==> config.mk <==
export PLATFORM = sky130hd
export DESIGN_NAME = dap_ap_mux
export DESIGN_NICKNAME = d
export VERILOG_FILES = /design/src/rtl/dap_ap_mux.sv
export SDC_FILE = /design/constraint.sdc
export NUM_CORES = 1
export LEC_CHECK = 0
export BUFFER_PORTS_ARGS = -buffer_cell sky130_fd_sc_hd__buf_2
export CAP_MARGIN = 20
export CORE_MARGIN = 4
export CORE_UTILIZATION = 48
export CTS_CLUSTER_DIAMETER = 100
export DETAILED_ROUTE_END_ITERATION = 10
export PLACE_DENSITY = 0.86
export SYNTH_ARGS = -nofsm -noshare
export SYNTH_HDL_FRONTEND = slang
export SYNTH_SLANG_ARGS = --single-unit
==> constraint.sdc <==
create_clock -name tck -period 6.2 [get_ports tck]
set_input_delay 1.24 -clock tck [delete_from_list [all_inputs] [get_ports tck]]
set_output_delay 1.24 -clock tck [all_outputs]
set_load 0.05 [all_outputs]
==> src/rtl/dap_ap_mux.sv <==
// dap_ap_mux: shares one debug port between NUM_AP access ports.
// A DP transaction (ap_upd) is decoded by ap_sel and forwarded as a one-hot
// request level that stays up until the addressed AP strobes m_ready.
// Also handles unmapped selects, timeout, abort and a sticky error flag.
module dap_ap_mux #(
    parameter int NUM_AP  = 4,
    parameter int TMO_W   = 8,
    parameter int TMO_CYC = 200
) (
    input  logic                  tck,
    input  logic                  trst,
    input  logic                  ap_upd,
    input  logic [7:0]            ap_sel,
    input  logic [5:0]            ap_addr,
    input  logic [31:0]           ap_wdata,
    input  logic                  ap_rnw,
    input  logic                  ap_abort,
    input  logic                  ap_clrerr,
    output logic                  ap_busy,
    output logic [31:0]           ap_rdata,
    output logic                  ap_slverr,
    output logic [2:0]            ap_ack,
    output logic [NUM_AP-1:0]     m_req,
    output logic [5:0]            m_addr,
    output logic [31:0]           m_wdata,
    output logic                  m_rnw,
    input  logic [NUM_AP-1:0]     m_ready,
    input  logic [NUM_AP*32-1:0]  m_rdata,
    input  logic [NUM_AP-1:0]     m_slverr
);

    localparam int SEL_W = (NUM_AP > 1) ? $clog2(NUM_AP) : 1;
    localparam logic [8:0] NUM_AP_9 = 9'(NUM_AP);
    localparam logic [TMO_W-1:0] TMO_LAST = TMO_W'(TMO_CYC - 1);

    typedef enum logic [1:0] {
        ST_IDLE = 2'd0,
        ST_ACT  = 2'd1,
        ST_ERR  = 2'd2
    } state_t;

    state_t             state_reg, state_next;
    logic [SEL_W-1:0]   sel_reg, sel_next;
    logic [5:0]         addr_reg, addr_next;
    logic [31:0]        wdata_reg, wdata_next;
    logic               rnw_reg, rnw_next;
    logic               err_rnw_reg, err_rnw_next;
    logic [31:0]        rdata_reg, rdata_next;
    logic               slverr_reg, slverr_next;
    logic [TMO_W-1:0]   tmo_cnt_reg, tmo_cnt_next;
    logic               slv_set;

    logic [31:0]        ap_rdata_arr [NUM_AP];

    // Per-AP read data slices and request decode. m_req is derived from the
    // asynchronously reset state so it drops the instant trst rises.
    generate
        for (genvar gi = 0; gi < NUM_AP; gi++) begin : g_ap
            assign ap_rdata_arr[gi] = m_rdata[32*gi +: 32];
            assign m_req[gi] = (state_reg == ST_ACT) && (sel_reg == SEL_W'(gi));
        end
    endgenerate

    assign ap_busy   = (state_reg != ST_IDLE);
    assign ap_ack    = ap_busy ? 3'h1 : 3'h2;
    assign ap_rdata  = rdata_reg;
    assign ap_slverr = slverr_reg;
    assign m_addr    = addr_reg;
    assign m_wdata   = wdata_reg;
    assign m_rnw     = rnw_reg;

    // State and datapath registers.
    always_ff @(posedge tck or posedge trst) begin
        if (trst) begin
            state_reg   <= ST_IDLE;
            sel_reg     <= '0;
            addr_reg    <= '0;
            wdata_reg   <= '0;
            rnw_reg     <= 1'b0;
            err_rnw_reg <= 1'b0;
            rdata_reg   <= '0;
            slverr_reg  <= 1'b0;
            tmo_cnt_reg <= '0;
        end else begin
            state_reg   <= state_next;
            sel_reg     <= sel_next;
            addr_reg    <= addr_next;
            wdata_reg   <= wdata_next;
            rnw_reg     <= rnw_next;
            err_rnw_reg <= err_rnw_next;
            rdata_reg   <= rdata_next;
            slverr_reg  <= slverr_next;
            tmo_cnt_reg <= tmo_cnt_next;
        end
    end

    // Next-state logic. In ACT the completion sources are prioritised
    // m_ready > abort > timeout; abort leaves ap_rdata alone, timeout zeroes it.
    always_comb begin
        state_next   = state_reg;
        sel_next     = sel_reg;
        addr_next    = addr_reg;
        wdata_next   = wdata_reg;
        rnw_next     = rnw_reg;
        err_rnw_next = err_rnw_reg;
        rdata_next   = rdata_reg;
        tmo_cnt_next = tmo_cnt_reg;
        slv_set      = 1'b0;

        case (state_reg)
            ST_IDLE: begin
                if (ap_upd) begin
                    if ({1'b0, ap_sel} < NUM_AP_9) begin
                        state_next   = ST_ACT;
                        sel_next     = ap_sel[SEL_W-1:0];
                        addr_next    = ap_addr;
                        wdata_next   = ap_wdata;
                        rnw_next     = ap_rnw;
                        tmo_cnt_next = '0;
                    end else begin
                        // Unmapped AP: nothing is requested, m_* keep their values.
                        state_next   = ST_ERR;
                        err_rnw_next = ap_rnw;
                    end
                end
            end
            ST_ACT: begin
                tmo_cnt_next = tmo_cnt_reg + 1'b1;
                if (m_ready[sel_reg]) begin
                    state_next = ST_IDLE;
                    slv_set    = m_slverr[sel_reg];
                    if (rnw_reg)
                        rdata_next = m_slverr[sel_reg] ? 32'h0 : ap_rdata_arr[sel_reg];
                end else if (ap_abort) begin
                    state_next = ST_IDLE;
                    slv_set    = 1'b1;
                end else if (tmo_cnt_reg == TMO_LAST) begin
                    state_next = ST_IDLE;
                    slv_set    = 1'b1;
                    if (rnw_reg)
                        rdata_next = 32'h0;
                end
            end
            ST_ERR: begin
                state_next = ST_IDLE;
                slv_set    = 1'b1;
                if (err_rnw_reg)
                    rdata_next = 32'h0;
            end
            default: begin
                state_next = ST_IDLE;
            end
        endcase

        // Sticky error: a new error in the same cycle outranks the clear.
        slverr_next = slv_set ? 1'b1 : (ap_clrerr ? 1'b0 : slverr_reg);
    end

endmodule

# Word level (Yosys, flattened, before mapping)
# Cells that the tools add are included.
[word_totals]
ff_bits = 85
input_bits = 188
out_inout_bits = 80
wordCells = 74
[classes]
addsub = 1
order_cmp = 3
n_eq_ne = 13
muxes = 31
bitwise_logic = 2
n_reduce_logical = 15
[op_table]
columns = ["op", "count"]
rows = [
  ["2-to-1 mux 32 bit", 9],
  ["binary-select mux 32 bit (select 2 bit)", 1],
  ["one-hot mux 32 bit (2 select lines)", 1],
  ["2-to-1 mux 8 bit", 2],
  ["one-hot mux 8 bit (2 select lines)", 1],
  ["2-to-1 mux 2 bit", 6],
  ["AND reduction 3 bit", 3],
  ["adder 8 x 1 -> 8 bit, second input constant", 1],
  ["equality test 8 bit, second input constant", 1],
  ["less-than comparator 8 x 3 -> 1 bit, second input constant", 1],
  ["inequality test 2 bit, second input constant", 4],
  ["nonzero test 2 bit", 4],
  ["2-to-1 mux 1 bit", 7],
  ["equality test 2 bit, second input constant", 3],
  ["AND reduction 5 bit", 1],
  ["binary-select mux 1 bit (select 2 bit)", 2],
  ["equality test 2 x 1 -> 1 bit, second input constant", 2],
  ["logical AND 1 bit", 4],
  ["logical NOT 2 bit", 2],
  ["inequality test 4 x 2 -> 1 bit, second input constant", 1],
  ["one-hot mux 2 bit (2 select lines)", 1],
  [">= comparator 3 bit, second input constant", 1],
  ["less-than comparator 2 x 3 -> 1 bit, second input constant", 1],
  ["inequality test 3 x 1 -> 1 bit, second input constant", 1],
  ["5 further kinds", 5],
]

# Depth between registers and ports, before layout
# Gate-level depths: netlist (run 1).
[depth]
ltp_word = 8
depth_mapped = 7

# Least setup slack after synthesis (run 1)
# OpenSTA, ideal clock, no wires.
[synth_timing]
kind = "register -> output"
start = "reg sel_reg[0]"
end = "out m_req[1]"
t_arrival_ps = 2034
required_time_ps = 4960
setup_slack_ps = 2926
path_stages_with_launch = 4
path_buffers = 2
cell_sequence = "dfrtp_1 -> buf_4 -> buf_2 -> nor3b_1"
[synth_between]
elab_chain_len = 2
[synth_lines]
columns = ["item", "line", "text"]
rows = [
  ["start, declared", "43", "logic [SEL_W-1:0] sel_reg, sel_next;"],
  ["start signal, assigned", "86", "sel_reg <= sel_next;"],
  ["equality test 2 x 1 -> 1 bit", "60", "assign m_req[gi] = (state_reg == ST_ACT) && (sel_reg == SEL_W'(gi));"],
  ["logical AND 1 bit", "60", ""],
  ["end, declared", "23", "output logic [NUM_AP-1:0] m_req,"],
]
# No other way between the ends.

# Worst setup path after layout (run 1)
[layout_timing]
start = "reg state_reg[1]"
end = "out m_req[1]"
[layout_between]
elab_chain_len = 2
[layout_lines]
columns = ["item", "line", "text"]
rows = [
  ["start, declared", "42", "state_t state_reg, state_next;"],
  ["start signal, assigned", "85", "state_reg <= state_next;"],
  ["equality test 2 x 1 -> 1 bit", "60", ""],
  ["logical AND 1 bit", "60", ""],
]
# No other way between the ends.

==> impl_metrics.env, run 1 <==
export IMPL_outcome="finished clean"
export IMPL_max_cap_violations=0
export IMPL_die_w_microns=107
export IMPL_r2r_end="ap_rdata[28]$_DFFE_PP0P_"
export IMPL_pwr_share_seq_pct=37.0
export IMPL_worstSkewPairLatency_ns=0.36
export IMPL_start_util_pct=50.0
export IMPL_cts_buffers=9
export IMPL_clockPowerShare_pct=23.7
export IMPL_gp_congestion=0.858
export IMPL_viasPerCell=5.31
export IMPL_cp_common_cell="inv_1"
export IMPL_worstRegToRegCells=6
export IMPL_synth_top_cell_by_area="dfrtp_1"
export IMPL_grt_use_met3_pct=4.88
export IMPL_slew_headroom_pct=53.8
export IMPL_synth_cells=319
export IMPL_grtUsageMet1_pct=26.4
export IMPL_wl_per_cell_microns=19.4
export IMPL_rows=35
export IMPL_vdd_drop_max_mv=0.167
export IMPL_antenna_cells=0
export IMPL_crit_fanout=12
export IMPL_clkSinkCount=85
export IMPL_yosysWarningCount=0
export IMPL_critPathLaunchType="flop"
export IMPL_cts_clk_slew_worst_paths_ns=0.11
export IMPL_ys_seq_elements=85
export IMPL_required_ns=4.96
export IMPL_tightest_slew_ns=0.690
export IMPL_nNetsFinal=773
export IMPL_cts_root_buf="clkbuf_8"
export IMPL_drv_slew=0
export IMPL_grt_use_met2_pct=45.3
export IMPL_grt_overflow=0
export IMPL_dpl_cell_area_sq_um=6090
export IMPL_switchingPower_mw=0.705
export IMPL_numPortBuffers=266
export IMPL_intPower_mw=1.08
export IMPL_via_count=3798
export IMPL_cts_setup_buffers=0
export IMPL_cts_resized=0
export IMPL_grt_setup_unrepaired="no"
export IMPL_crit_type="reg2out"
export IMPL_grt_pass1_wl_mm=21.3
export IMPL_fin_tns_setup_ns=0
export IMPL_seq_area_frac_synth_pct=45.2
export IMPL_worstSetupEndpointType="primary output"
export IMPL_die_y_microns=107
export IMPL_routed_wl_mm=13.9
export IMPL_top_usage_layer="met2"
export IMPL_synth_top_area_share_pct=45.2
export IMPL_crit_arrival_ns=2.13
export IMPL_netlist_area_sq_um=4710
export IMPL_synth_area_top_cells="dfrtp_1 (45%), mux4_2 (16%), mux2_2 (11%)"
export IMPL_whs_endpoint="ap_slverr$_DFFE_PP0P_"
export IMPL_fmax_ghz=0.297
export IMPL_hp_start="ap_slverr$_DFFE_PP0P_"
export IMPL_cp_num_buf_inv=3
export IMPL_whs_path_depth=1
export IMPL_crit_chain="inv_1 -> ha_1 -> inv_1 -> nor3b_1 -> buf_2"
export IMPL_finalHoldViolCount=0
export IMPL_slowest_delay_ns=0.48
export IMPL_cts_hold_buf=0
export IMPL_cp_slowest_cell="ha_1"
export IMPL_rrSetupSlack_ns=3.44
export IMPL_core_area_sq_um=9420
export IMPL_cp_top_family="buffers and inverters"
export IMPL_cts_tree="built"
export IMPL_power_leakage_nw=3.33
export IMPL_syn_num_nets=511
export IMPL_post_dp_hpwl_mm=10.8
export IMPL_synth_cell_type_count=37
export IMPL_area_growth_pct=35.0
export IMPL_setup_viol_count_final=0
export IMPL_sw_frac_of_total_pct=39.4
export IMPL_finalInstanceArea_sq_um=6360
export IMPL_clock_tree_buffer_depth=2
export IMPL_finClkSkew_ns=0.0230
export IMPL_post_route_min_period_ns=3.37
export IMPL_power_density_nw_per_um2=282
export IMPL_dr_pass1_iters=4
export IMPL_drc_errors=0
export IMPL_ios=268
export IMPL_rr_startpoint="sel_reg[0]$_DFFE_PP0P_"
export IMPL_grt_pass1_vias=4141
export IMPL_htreeDepth=3
export IMPL_hold_class="reg2reg"
export IMPL_grt_max_degree=86
export IMPL_track_usage_pct=23.8
export IMPL_ant_nets=0
export IMPL_syn_avg_cell_area_sq_um=14.8
export IMPL_initialDrtViolationCount=160
export IMPL_p_comb_share_pct=39.3
export IMPL_period_share_pct=54.3
export IMPL_dieArea_sq_um=11500
export IMPL_antenna_found_initial=0
export IMPL_drive_above_1_share_pct=72.4
[area by class of cell]
| class | count | area [sq um] |
|---|---|---|
| Fill cell | 704 | 3060 |
| Clock inverter | 7 | 90.1 |
| Tap cell | 129 | 161 |
| Timing Repair Buffer | 272 | 1420 |
| Inverter | 8 | 31.3 |
| Clock buffer | 9 | 124 |
| Multi-Input combinational cell | 205 | 2410 |
| Sequential cell | 85 | 2130 |
[per-layer routing]
metal  part of all wire (%)  vias up
li1                       -     1708
met1                     36     1901
met2                     56      156
met3                    5.4       33
met4                    2.6        0
met5                      0        -
[power by group through the flow]
stage	Combinational, mW	Sequential (mW)	Clock, mW
after floorplan	0.292	0.902	0
after global placement	0.692	0.668	0
after detailed placement	0.705	0.673	0
after CTS	0.708	0.663	0.433
after global routing	0.738	0.672	0.460
final	0.704	0.663	0.424
[Yosys cell counts]
cell type and n:
dfrtp_1 85, mux2_2 45, mux4_2 34, mux2_4 30
nor2b_2 20, nor2b_1 12, nand2_1 10, buf_4 9
o21ai_0 9, a22o_1 8, inv_1 8, buf_6 6
nor2_1 5, ha_1 4, clkbuf_1 3, a31oi_1 2
and3_1 2, buf_2 2, nand2b_1 2, nand3_1 2
nor3_1 2, nor4b_1 2, or2_2 2, or3_1 2
a211o_1 1, a211oi_1 1, a21o_1 1, a21oi_1 1
a32o_1 1, buf_1 1, conb_1 1, nor3b_1 1
nor4_1 1, o211ai_1 1, o22ai_2 1, o2bb2ai_1 1
or3b_4 1
[cell families after synthesis]
| family | after synthesis | synth area share [%] |
|---|---|---|
| other cells | 1 | 0.0796 |
| flops | 85 | 45.2 |
| simple gates | 64 | 8.90 |
| fa+ha+maj | 4 | 1.06 |
| compound gates | 27 | 4.15 |
| mux | 109 | 36.6 |
| buf+inv | 29 | 4.04 |
[worst reg2reg max path, stage by stage, from the launching register on]
cell     delay, ns
dfrtp_2       0.35
buf_4         0.51
mux4_2        0.69
a31oi_1       0.28
o22ai_4       0.09
buf_4         0.32
mux2_4        0.40
[metrics by stage]
step	utilization, %	total power, mW	worst slack, ns	std cells	hold slack (ns)
2_1_floorplan	-	1.19	2.77	319	0.492
3_3_place_gp	64.7	1.36	2.87	697	0.478
3_5_place_dp	64.7	1.38	2.77	697	0.484
4_1_cts	66.9	1.80	2.81	713	0.507
5_1_grt	67.5	1.87	2.66	715	0.527
6_report	67.5	1.79	2.83	715	0.497
[cell usage in the layout (no fill, tap or decap), types with 2 or more instances in the layout]
cell type / n
and3_1: 2
nor2_1: 4
mux2_2: 45
nand3_1: 2
nor2b_2: 20
nand2_1: 10
a22o_1: 8
dfrtp_1: 84
inv_1: 7
nor4b_1: 2
mux4_2: 34
buf_4: 4
nor2b_1: 12
o21ai_0: 9
buf_2: 266
or2_2: 2
nor3_1: 2
buf_16: 2
clkbuf_8: 9
inv_6: 4
nand2b_1: 2
ha_1: 4
mux2_4: 30
a31oi_1: 2
or3_1: 2
[worst max path at each step]
stage | startpoint | cells after the start | slack, ns | endpoint
3_5_place_dp | ap_sel[6] | 5 | 2.77 | m_wdata[13]$_DFFE_PP0P_
3_3_place_gp | ap_sel[6] | 5 | 2.87 | m_wdata[8]$_DFFE_PP0P_
5_1_grt | state_reg[1]$_DFFE_PP0P_ | 5 | 2.66 | m_req[1]
2_1_floorplan | trst | 1 | 2.77 | ap_rdata[0]$_DFFE_PP0P_
4_1_cts | state_reg[1]$_DFFE_PP0P_ | 5 | 2.81 | m_req[1]
6_report | state_reg[1]$_DFFE_PP0P_ | 5 | 2.83 | m_req[1]
Power figures use the tool's default switching activity.
==> run 2, diff against run 1 <==
--- a/config.mk
+++ b/config.mk
@@ -5,13 +5,14 @@
 export SDC_FILE = /design/constraint.sdc
 export NUM_CORES = 1
 export LEC_CHECK = 0
+export ABC_AREA = 1
 export BUFFER_PORTS_ARGS = -buffer_cell sky130_fd_sc_hd__buf_2
 export CAP_MARGIN = 20
 export CORE_MARGIN = 4
-export CORE_UTILIZATION = 48
+export CORE_UTILIZATION = 40
 export CTS_CLUSTER_DIAMETER = 100
 export DETAILED_ROUTE_END_ITERATION = 10
-export PLACE_DENSITY = 0.86
+export PLACE_DENSITY = 0.77
 export SYNTH_ARGS = -nofsm -noshare
 export SYNTH_HDL_FRONTEND = slang
 export SYNTH_SLANG_ARGS = --single-unit
==> constraint.sdc (replaced) <==
create_clock -name tck -period 2.85 [get_ports tck]
set_input_delay 0.57 -clock tck [delete_from_list [all_inputs] [get_ports tck]]
set_output_delay 0.57 -clock tck [all_outputs]
set_load 0.05 [all_outputs]
==> run 2 against run 1 <==
  * Global-route usage shrank 1.5 points
  * Largest power group unchanged
  * Core utilization down 11 points
  * Clock skew down 0.016 ns
  * Critical endpoint unchanged
  * Highest routed layer is now met5
  * Sequential share of layout area decreased by 0.54 points
==> impl_metrics.env, run 2 <==
export IMPL_synth_top_cell_by_area="dfrtp_1"
export IMPL_power_density_nw_per_um2=666
export IMPL_gp_congestion=0.852
export IMPL_rrSetupSlack_ns=0.70
export IMPL_crit_type="reg2out"
export IMPL_drc_errors=0
export IMPL_die_w_microns=117
export IMPL_fmax_ghz=0.419
export IMPL_pre_cts_slack_ns=0.693
export IMPL_power_leakage_nw=3.93
export IMPL_seq_area_sq_um=2130
export IMPL_netlist_area_sq_um=4730
export IMPL_outcome="finished clean"
export IMPL_synth_cell_type_count=29
export IMPL_worstSkewPairLatency_ns=0.33
export IMPL_htreeDepth=3
export IMPL_synth_edf_count=0
export IMPL_synth_area_top_cells="dfrtp_1 (45%), nand2_1 (29%), nand3_1 (7.0%)"
export IMPL_required_ns=2.28
export IMPL_crit_arrival_ns=1.82
export IMPL_setup_viol_count_final=0
export IMPL_ios=268
export IMPL_cts_root_buf="clkbuf_16"
export IMPL_wl_per_cell_microns=14.5
export IMPL_vdd_drop_max_mv=0.306
export IMPL_routed_wl_mm=15.9
export IMPL_via_count=5236
export IMPL_yosysWarningCount=0
export IMPL_hold_class="in2async"
export IMPL_slew_headroom_pct=58.3
export IMPL_seq_area_frac_synth_pct=44.9
export IMPL_grt_pass1_wl_mm=23.8
export IMPL_numPortBuffers=266
export IMPL_initialDrtViolationCount=364
export IMPL_core_area_sq_um=11500
export IMPL_multi_input_area_sq_um=2300
export IMPL_drive_above_1_share_pct=32.9
export IMPL_dieArea_sq_um=13600
export IMPL_clkSinkCount=85
export IMPL_dr_pass1_iters=4
export IMPL_post_dp_hpwl_mm=12.0
export IMPL_yosysMostFrequentCell="nand2_1"
export IMPL_grt_overflow=0
export IMPL_antenna_found_initial=2
export IMPL_cts_resized=0
export IMPL_crit_path_start="sel_reg[0]$_DFFE_PP0P_"
export IMPL_die_y_microns=117
export IMPL_grt_setup_unrepaired="no"
export IMPL_worstSetupEndpointType="primary output"
export IMPL_synth_cells=695
export IMPL_rows=39
export IMPL_grt_max_degree=86
export IMPL_cts_setup_buffers=0
export IMPL_area_growth_pct=36.5
export IMPL_fin_tns_setup_ns=0
export IMPL_cts_buffers=9
export IMPL_layout_commonest_cell="nand2_1"
export IMPL_grt_pass1_vias=4891
export IMPL_synth_top_area_share_pct=44.9
export IMPL_syn_num_nets=887
export IMPL_clock_tree_buffer_depth=2
export IMPL_viasPerCell=4.78
export IMPL_cts_tree="built"
export IMPL_totalPowerFinal_mw=4.31
export IMPL_ys_seq_elements=85
export IMPL_finalHoldViolCount=0
export IMPL_cts_hold_buf=0
export IMPL_nNetsFinal=1139
export IMPL_cts_clk_slew_worst_paths_ns=0.06
export IMPL_synthFlopType="dfrtp_1"
export IMPL_ys_async_sr_fraction_pct=100
export IMPL_whs_ns=0.339
export IMPL_crit_fanout=29
export IMPL_antenna_cells=0
export IMPL_syn_avg_cell_area_sq_um=6.81
export IMPL_synth_common_cells="nand2_1 (362), dfrtp_1 (85), nand3_1 (66), nor2_1 (58), buf_2 (23)"
export IMPL_period_share_pct=83.8
export IMPL_finClkSkew_ns=0.00685
export IMPL_post_route_min_period_ns=2.39
export IMPL_drv_slew=0
export IMPL_ant_nets=0
export IMPL_fill_cells=1146
export IMPL_final_cell_mix="nand2_1 (362), buf_2 (266), dfrtp_1 (84)"
export IMPL_critPathLaunchType="flop"
export IMPL_track_usage_pct=22.3
export IMPL_max_cap_violations=0
export IMPL_tightest_slew_ns=0.623
export IMPL_worstRegToRegCells=9
export IMPL_setup_ws_ns=0.462
export IMPL_rr_startpoint="sel_reg[0]$_DFFE_PP0P_"
export IMPL_r2r_end="ap_rdata[27]$_DFFE_PP0P_"
export IMPL_start_util_pct=41.1
-- run 2: cell count changes after synthesis, moves of 8 or more --
cell	previous run	this run
nor2_1	5	58
nor2b_2	20	0
mux2_4	30	0
nand2_1	10	362
a21oi_1	1	20
nand3_1	2	66
mux2_2	45	0
a22o_1	8	0
inv_1	8	19
buf_2	2	23
mux4_2	34	0
nor2b_1	12	0
-- run 2: layer usage --
layer  GRT usage [%]  up-vias  wire [microns]
li1                -     2659               -
met1            27.6     2329            6550
met2            38.5      225            7620
met3            6.22       19            1530
met4            5.89        4             202
met5               0        -              21
-- run 2: worst max-delay path by stage --
stage | cells after the start | slack (ns) | to
3_5_place_dp | 9 | 0.69 | ap_rdata[10]$_DFFE_PP0P_
2_1_floorplan | 1 | 0.09 | ap_rdata[0]$_DFFE_PP0P_
5_1_grt | 5 | 0.31 | m_req[1]
3_3_place_gp | 9 | 0.73 | ap_rdata[21]$_DFFE_PP0P_
4_1_cts | 5 | 0.42 | m_req[1]
6_report | 3 | 0.46 | m_req[1]
-- run 2: worst max-delay path, stage by stage, from the launching register on --
cell and delay (ns):
dfrtp_2 0.76, inv_2 0.17, nor3_1 0.25, buf_2 0.31
-- run 2: cell type report --
cell class              instances  share of cell area [%]
repair buffers                280                    22.4
well taps                     143                    2.77
flip-flops and latches         85                    32.9
clock inverters                 5                   0.871
multi-input cells             546                    35.6
clock buffers                  11                    3.91
inverters                      25                    1.47
-- run 2: power breakdown --
group	leakage, nW	switching, mW	total [mW]	internal (mW)
Sequential	1.15	0.117	1.48	1.36
Combinational	2.63	1.18	1.62	0.448
Clock	0.152	0.475	1.20	0.727
Total	3.93	1.77	4.31	2.54
-- run 2: logic make-up after synthesis --
family | count (synthesis) | synth area share [%]
AOI/OAI and AO/OA | 32 | 3.52
xor gates and xnor gates | 4 | 0.740
adders and majority gates | 4 | 1.06
and+or+nand+nor | 505 | 43.2
DFF | 85 | 44.9
buffers and inverters | 64 | 6.47
other | 1 | 0.0792
-- run 2: metrics by stage --
step                      util [%]  cell area (sq um)  cells
after floorplan                  -               4730    695
after global placement        53.4               6150   1079
after detailed placement      53.4               6150   1079
after CTS                     56.1               6460   1095
after global routing          56.1               6460   1095
final                         56.1               6460   1095
